===== config.mk =====
export PLATFORM = sky130hd
export DESIGN_NAME = ns_arb_2to1
export DESIGN_NICKNAME = d
export VERILOG_FILES = /design/src/rtl/ns_arb_2to1.sv
export SDC_FILE = /design/constraint.sdc
export NUM_CORES = 1
export LEC_CHECK = 0
export ABC_AREA = 1
export BUFFER_PORTS_ARGS = -buffer_cell sky130_fd_sc_hd__clkbuf_2
export CORE_UTILIZATION = 53
export CTS_CLUSTER_SIZE = 16
export DETAILED_ROUTE_END_ITERATION = 16
export PLACE_DENSITY = 0.86
export SYNTH_ARGS = -nofsm -noshare
export SYNTH_HDL_FRONTEND = slang
export SYNTH_SLANG_ARGS = --single-unit

===== constraint.sdc =====
create_clock -name clk -period 3.49 [get_ports clk]
set_input_delay 0.698 -clock clk [delete_from_list [all_inputs] [get_ports clk]]
set_output_delay 0.698 -clock clk [all_outputs]
set_load 0.1 [all_outputs]

===== src/rtl/ns_arb_2to1.sv =====
// ns_arb_2to1: two-input round-robin arbiter merging two four-phase req/ack
// message channels (src/dst/dat/red) onto one registered output channel.
// Optional redundancy check on captured messages: define NS_ARB_REDUN_CHK_EN.

`ifndef NS_ADDRESS_SIZE
`define NS_ADDRESS_SIZE 8
`endif
`ifndef NS_DATA_SIZE
`define NS_DATA_SIZE 16
`endif
`ifndef NS_REDUN_SIZE
`define NS_REDUN_SIZE 4
`endif

`ifdef NS_ARB_REDUN_CHK_EN
// XOR-folds {src,dst,dat} down to RSZ bits.
module calc_redun #(
  parameter int unsigned ASZ = `NS_ADDRESS_SIZE,
  parameter int unsigned DSZ = `NS_DATA_SIZE,
  parameter int unsigned RSZ = `NS_REDUN_SIZE
) (
  input  logic [ASZ-1:0] src_i,
  input  logic [ASZ-1:0] dst_i,
  input  logic [DSZ-1:0] dat_i,
  output logic [RSZ-1:0] red_o
);
  localparam int unsigned MW = 2 * ASZ + DSZ;

  logic [MW-1:0] msg;

  // Fold every message bit onto redundancy bit (index mod RSZ).
  always_comb begin
    msg   = {src_i, dst_i, dat_i};
    red_o = '0;
    for (int unsigned b = 0; b < MW; b += RSZ) begin
      for (int unsigned r = 0; r < RSZ; r++) begin
        if (b + r < MW) begin
          red_o[r] = red_o[r] ^ msg[b + r];
        end
      end
    end
  end
endmodule
`endif

module ns_arb_2to1 #(
  parameter int unsigned ASZ       = `NS_ADDRESS_SIZE,
  parameter int unsigned DSZ       = `NS_DATA_SIZE,
  parameter int unsigned RSZ       = `NS_REDUN_SIZE,
  parameter int unsigned FIRST_GNT = 0
) (
  input  logic           clk,
  input  logic           reset,
  input  logic [ASZ-1:0] i0_src,
  input  logic [ASZ-1:0] i0_dst,
  input  logic [DSZ-1:0] i0_dat,
  input  logic [RSZ-1:0] i0_red,
  input  logic           i0_req,
  output logic           i0_ack,
  input  logic [ASZ-1:0] i1_src,
  input  logic [ASZ-1:0] i1_dst,
  input  logic [DSZ-1:0] i1_dat,
  input  logic [RSZ-1:0] i1_red,
  input  logic           i1_req,
  output logic           i1_ack,
  output logic [ASZ-1:0] o0_src,
  output logic [ASZ-1:0] o0_dst,
  output logic [DSZ-1:0] o0_dat,
  output logic [RSZ-1:0] o0_red,
  output logic           o0_req,
  input  logic           o0_ack,
  output logic           busy,
  output logic [7:0]     gnt_cnt0,
  output logic [7:0]     gnt_cnt1,
  output logic           err
`ifdef NS_ARB_REDUN_CHK_EN
  ,
  output logic [7:0]     red_err_cnt
`endif
);

`ifdef NS_ARB_REDUN_CHK_EN
  typedef enum logic [1:0] {ST_IDLE, ST_OUT_REQ, ST_OUT_REL, ST_CHECK} state_e;
`else
  typedef enum logic [1:0] {ST_IDLE, ST_OUT_REQ, ST_OUT_REL} state_e;
`endif

  localparam logic LAST_GNT_RST = 1'(FIRST_GNT == 0);

  state_e         state_q;
  logic           i0_ack_q, i1_ack_q, o0_req_q, busy_q, err_q, last_gnt_q;
  logic [ASZ-1:0] o0_src_q, o0_dst_q;
  logic [DSZ-1:0] o0_dat_q;
  logic [RSZ-1:0] o0_red_q;
  logic [7:0]     gnt_cnt0_q, gnt_cnt1_q;

  logic           elig0, elig1, gnt_vld, gnt_sel;
  logic [ASZ-1:0] sel_src, sel_dst;
  logic [DSZ-1:0] sel_dat;
  logic [RSZ-1:0] sel_red;

`ifdef NS_ARB_REDUN_CHK_EN
  logic [7:0]     red_err_cnt_q;
  logic [RSZ-1:0] red_calc;

  calc_redun #(.ASZ(ASZ), .DSZ(DSZ), .RSZ(RSZ)) u_calc_redun (
    .src_i (o0_src_q),
    .dst_i (o0_dst_q),
    .dat_i (o0_dat_q),
    .red_o (red_calc)
  );
`endif

  // Eligibility, round-robin pick and selected-message mux.
  always_comb begin
    elig0   = i0_req & ~i0_ack_q;
    elig1   = i1_req & ~i1_ack_q;
    gnt_vld = elig0 | elig1;
    gnt_sel = (elig0 & elig1) ? ~last_gnt_q : elig1;
    sel_src = gnt_sel ? i1_src : i0_src;
    sel_dst = gnt_sel ? i1_dst : i0_dst;
    sel_dat = gnt_sel ? i1_dat : i0_dat;
    sel_red = gnt_sel ? i1_red : i0_red;
  end

  // Arbitration FSM, input ack release and registered outputs.
  always_ff @(posedge clk or negedge reset) begin
    if (!reset) begin
      state_q    <= ST_IDLE;
      i0_ack_q   <= 1'b0;
      i1_ack_q   <= 1'b0;
      o0_req_q   <= 1'b0;
      o0_src_q   <= '0;
      o0_dst_q   <= '0;
      o0_dat_q   <= '0;
      o0_red_q   <= '0;
      busy_q     <= 1'b0;
      err_q      <= 1'b0;
      gnt_cnt0_q <= '0;
      gnt_cnt1_q <= '0;
      last_gnt_q <= LAST_GNT_RST;
`ifdef NS_ARB_REDUN_CHK_EN
      red_err_cnt_q <= '0;
`endif
    end else begin
      // Acks drop once the sender has withdrawn its request.
      if (i0_ack_q && !i0_req) i0_ack_q <= 1'b0;
      if (i1_ack_q && !i1_req) i1_ack_q <= 1'b0;

      case (state_q)
        ST_IDLE: begin
          if (o0_ack) err_q <= 1'b1;
          if (gnt_vld) begin
            o0_src_q   <= sel_src;
            o0_dst_q   <= sel_dst;
            o0_dat_q   <= sel_dat;
            o0_red_q   <= sel_red;
            last_gnt_q <= gnt_sel;
            busy_q     <= 1'b1;
            if (gnt_sel) begin
              i1_ack_q   <= 1'b1;
              gnt_cnt1_q <= gnt_cnt1_q + 8'd1;
            end else begin
              i0_ack_q   <= 1'b1;
              gnt_cnt0_q <= gnt_cnt0_q + 8'd1;
            end
`ifdef NS_ARB_REDUN_CHK_EN
            state_q  <= ST_CHECK;
`else
            o0_req_q <= 1'b1;
            state_q  <= ST_OUT_REQ;
`endif
          end
        end
`ifdef NS_ARB_REDUN_CHK_EN
        ST_CHECK: begin
          if (red_calc != o0_red_q) begin
            err_q         <= 1'b1;
            red_err_cnt_q <= red_err_cnt_q + 8'd1;
            busy_q        <= 1'b0;
            state_q       <= ST_IDLE;
          end else begin
            o0_req_q <= 1'b1;
            state_q  <= ST_OUT_REQ;
          end
        end
`endif
        ST_OUT_REQ: begin
          if (o0_ack) begin
            o0_req_q <= 1'b0;
            state_q  <= ST_OUT_REL;
          end
        end
        ST_OUT_REL: begin
          if (!o0_ack) begin
            busy_q  <= 1'b0;
            state_q <= ST_IDLE;
          end
        end
        default: begin
          o0_req_q <= 1'b0;
          busy_q   <= 1'b0;
          state_q  <= ST_IDLE;
        end
      endcase
    end
  end

  assign i0_ack   = i0_ack_q;
  assign i1_ack   = i1_ack_q;
  assign o0_req   = o0_req_q;
  assign o0_src   = o0_src_q;
  assign o0_dst   = o0_dst_q;
  assign o0_dat   = o0_dat_q;
  assign o0_red   = o0_red_q;
  assign busy     = busy_q;
  assign err      = err_q;
  assign gnt_cnt0 = gnt_cnt0_q;
  assign gnt_cnt1 = gnt_cnt1_q;
`ifdef NS_ARB_REDUN_CHK_EN
  assign red_err_cnt = red_err_cnt_q;
`endif

endmodule


Word level (Yosys, flattened, before mapping) --
Cells that the tools add are included.
Word-level totals: bits in registers 60, output and inout bits 57, word-level logic and storage cells 64
Cells by class: add/sub/neg operators 2, equal/unequal tests 5, muxes and demuxes 22, bitwise gates (word level) 10, reductions and logical operators 12
Operator list (count):
- adder 8 x 1 -> 8 bit (second input constant) | 2
- two-way mux 16 bit | 1
- two-way mux 8 bit | 2
- AND reduction 3 bit | 5
- two-way mux 1 bit | 12
- two-way mux 2 bit | 3
- != test 2 bit (second input constant) | 3
- inverter 1 bit | 6
- case mux 1 bit (3 select lines) | 2
- case mux 2 bit (3 select lines) | 1
- two-way mux 4 bit | 1
- AND reduction 2 bit | 2
- bitwise AND 1 bit | 3
- equality test 2 x 1 -> 1 bit (second input constant) | 1
- equality test 2 bit (second input constant) | 1
- logical AND 1 bit | 2
- zero test 1 bit | 2
- zero test 2 bit | 1
- bitwise OR 1 bit | 1

Logic depth before layout (Yosys ltp) --
word-level depth 7, mapped depth 8, gate-level depth less buffers 7

Worst setup path after synthesis --
No wires, ideal clock.
path kind reg2reg, start point register gnt_cnt0_q[1], in the netlist gnt_cnt0[1], end point register gnt_cnt0_q[6], in the netlist gnt_cnt0[6], setup time 0.120 ns, arrival 1.751 ns, required time 3.370 ns, slack 1.619 ns, stages on the path, launching flop included 7, path buffers 0, period minus slack after synthesis 1.871 ns, cell sequence dfrtp_1 ha_1 nand3_1 o21ai_0 nand2_1 nand2_1 nand2_1
On the way: cells in the longest elaborated chain, start to end 1
RTL lines:
- start, declared | line 95 | logic [7:0] gnt_cnt0_q, gnt_cnt1_q;
- start signal, assigned | line 165 | gnt_cnt0_q <= gnt_cnt0_q + 8'd1;
- adder 8 x 1 -> 8 bit | line 165
Every way passes these cells. A chain may end at the register's enable or synchronous reset.

Final worst setup path --
start point register last_gnt_q, end point register gnt_cnt0_q[2], in the netlist gnt_cnt0[2]
On the way: cells in the longest elaborated chain, start to end 4
RTL lines:
- start, declared | line 91 | logic i0_ack_q, i1_ack_q, o0_req_q, busy_q, err_q, last_gnt_q;
- start signal, assigned | line 158 | last_gnt_q <= gnt_sel;
- inverter 1 bit | line 119 | gnt_sel = (elig0 & elig1) ? ~last_gnt_q : elig1;
- two-way mux 1 bit | line 119
- inverter 1 bit (no line)
- AND reduction 3 bit (no line)
Every way passes these cells.

==> out/qor.txt <==
CTS Buffer Depth: 2
Final WS setup: 0.833 ns
GRT Residual Overflow: 0
final setup fails: 0
hold-fix buffers at CTS: 0
slew of the pin with the lowest slew margin: 0.823 ns
die area: 6740 um2
Worst R2R Setup Slack: 0.83 ns
# DRC: 0
vias in the first global route: 2,923
# rows: 28
Clock Skew: 0.00787 ns
first-pass GRT wire length: 12,800 um
Place WS: 0.554 ns
outcome: finished, final reports clean
most frequent cells in the layout: nand2_1 (173), clkbuf_2 (133), dfrtp_1 (59)
maximum number of pins on one net before global-route repair: 43
DRT Pass-1 Iters: 6
Iteration-0 DRC Markers: 158
Final GP Congestion: 0.788
Die Width: 82.1 um
cells after synthesis: 423
fin util: 0.685
worst rel slew slack: 0.450
Fillers: 521
IO Count: 134
initial antenna violation count: 0
ANT cells: 0
setup TNS: 0 ns
starting density of the core: 0.561
post-CTS setup buffers: 0
Die H: 82.1 um
fin crit share: 0.761
Worst R2R Path Depth: 5
DR WL/cell: 12.8 um
GRT Total Usage: 0.252
fmax: 0.376 GHz
Final Max Slew Viols: 0
port bufs: 133
CP Class: flop to flop
crit path capture type: flop
Reg clk slew, reported paths: 0.06 ns
fraction of layout cells with a size suffix above 1: 0.310
WL final: 8030 um
syn_nets: 502
worst r2r dst: gnt_cnt0[2]
commonest non-fill, non-tap cell in the layout: nand2_1
CP Max Fanout: 38
Num CTS Buffers: 9
Nets: 630
via count: 3,143
maxcap violations: 0
mean post-synth cell area: 8.04 um2
P&R area growth vs syn: 22.1%
Layout Cells excl Fill: 630
CTS tree: yes
worst-skew pair later-pin latency: 0.34 ns
Final ANT Viol Nets: 0
synthesized cell area: 3400 um2
post_cts resized: 0
crit path time final: 2.66 ns
Root Driver: clkbuf_8
via/cell ratio: 4.99
WP data arrival: 2.87 ns
CORE AREA: 6060 um2
worst hold-check path type: input port to async pin
HPWL Detailed: 5620 um
crit start category: flop
Buf+Inv Stages, Crit Path: 0
critical path's slowest cell: nand2_2
placed insts: 615
family with the most delay on the worst path: simple AND/OR/NAND/NOR gates
Yosys reg bits: 60
CP Data Required Time: 3.70 ns
Hold Violations, Final: 0
synth unique cells: 28
Clock Sinks: 60
FF-to-FF Start: last_gnt_q
Synth Warn #: 0
RSZ-0062 raised after global routing: no
sequential area share after synthesis: 0.442
# H-tree levels: 3
CP cell instances: nand3_1 -> nand2_2 -> nand3_2 -> nand2_1 -> o21ai_1
slowest stage delay, CP: 0.84 ns
[stage by stage]
step | hold slack (ns) | area [um2]
after global routing | 0.434 | 4150
final | 0.397 | 4150
after global placement | 0.438 | 3980
after floorplan | 0.402 | 3400
after detailed placement | 0.444 | 3980
after CTS | 0.399 | 4150
[worst reg2reg max path: stages (launching register included)]
cell and delay, ns:
dfstp_2 0.53, nand3_1 0.58, nand2_2 0.84, nand3_2 0.37, nand2_1 0.15, o21ai_1 0.07
[layer usage]
| metal | vias up | GRT usage | part of all wire |
|---|---|---|---|
| met3 | 6 | 0.0824 | 0.070 |
| met2 | 111 | 0.428 | 0.48 |
| li1 | 1555 | - | - |
| met4 | 0 | 0.0754 | 0.0061 |
| met1 | 1471 | 0.304 | 0.44 |
| met5 | - | 0 | 0 |
[area by class of cell]
cell class	count	area, um2	share of cell area
clock buffers	13	159	0.0383
clock inverters	2	10.0	0.00241
inverters	54	210	0.0506
multi-input cells	289	1480	0.357
flip-flops and latches	60	1500	0.362
well taps	75	93.8	0.0226
repair buffers	137	696	0.168
[flip-flops by register name (all words and copies together), names as in the netlist]
signal / flops
gnt_cnt0: 8
o0_src: 8
i1_ack: 1
err: 1
gnt_cnt1: 8
o0_dat: 16
state_q: 2
o0_req: 1
last_gnt_q: 1
busy: 1
i0_ack: 1
o0_dst: 8
o0_red: 4
[cell usage after synthesis, drive strengths merged]
library cell | count | area [um2]
ha | 2 | 25.0
xor2 | 2 | 17.5
nor2 | 12 | 76.3
o211ai | 1 | 7.51
nand2 | 176 | 682
nand3b | 36 | 270
o21ai | 7 | 42.5
dfrtp | 59 | 1480
buf | 20 | 208
xnor2 | 5 | 43.8
dfstp | 1 | 26.3
nand3 | 45 | 293
inv | 54 | 210
a22oi | 1 | 7.51
nor3b | 1 | 7.51
a21o | 1 | 7.51
[worst max-delay path by stage]
stage / startpoint / endpoint / slack [ns] / depth (start not counted)
floorplan: gnt_cnt0[1] / gnt_cnt0[6] / 1.62 / 6
global placement: i0_req / gnt_cnt0[2] / 0.63 / 6
detailed placement: i0_req / gnt_cnt0[2] / 0.55 / 6
CTS: last_gnt_q / gnt_cnt0[2] / 0.84 / 5
global route: last_gnt_q / gnt_cnt0[2] / 0.53 / 5
finish: last_gnt_q / gnt_cnt0[2] / 0.83 / 5
[logic make-up (layout without fill, tap and decap cells)]
kind of cell | Yosys count | in the layout | synth area share
adders and majority gates | 2 | 2 | 0.00736
DFF | 60 | 60 | 0.442
xor gates and xnor gates | 7 | 7 | 0.0180
AOI/OAI and AO/OA | 10 | 10 | 0.0191
buffers and inverters | 74 | 206 | 0.123
and+or+nand+nor | 270 | 270 | 0.391
Power is not shown: default switching activity piles up to over one toggle a cycle in this logic, so the estimate is an artifact.
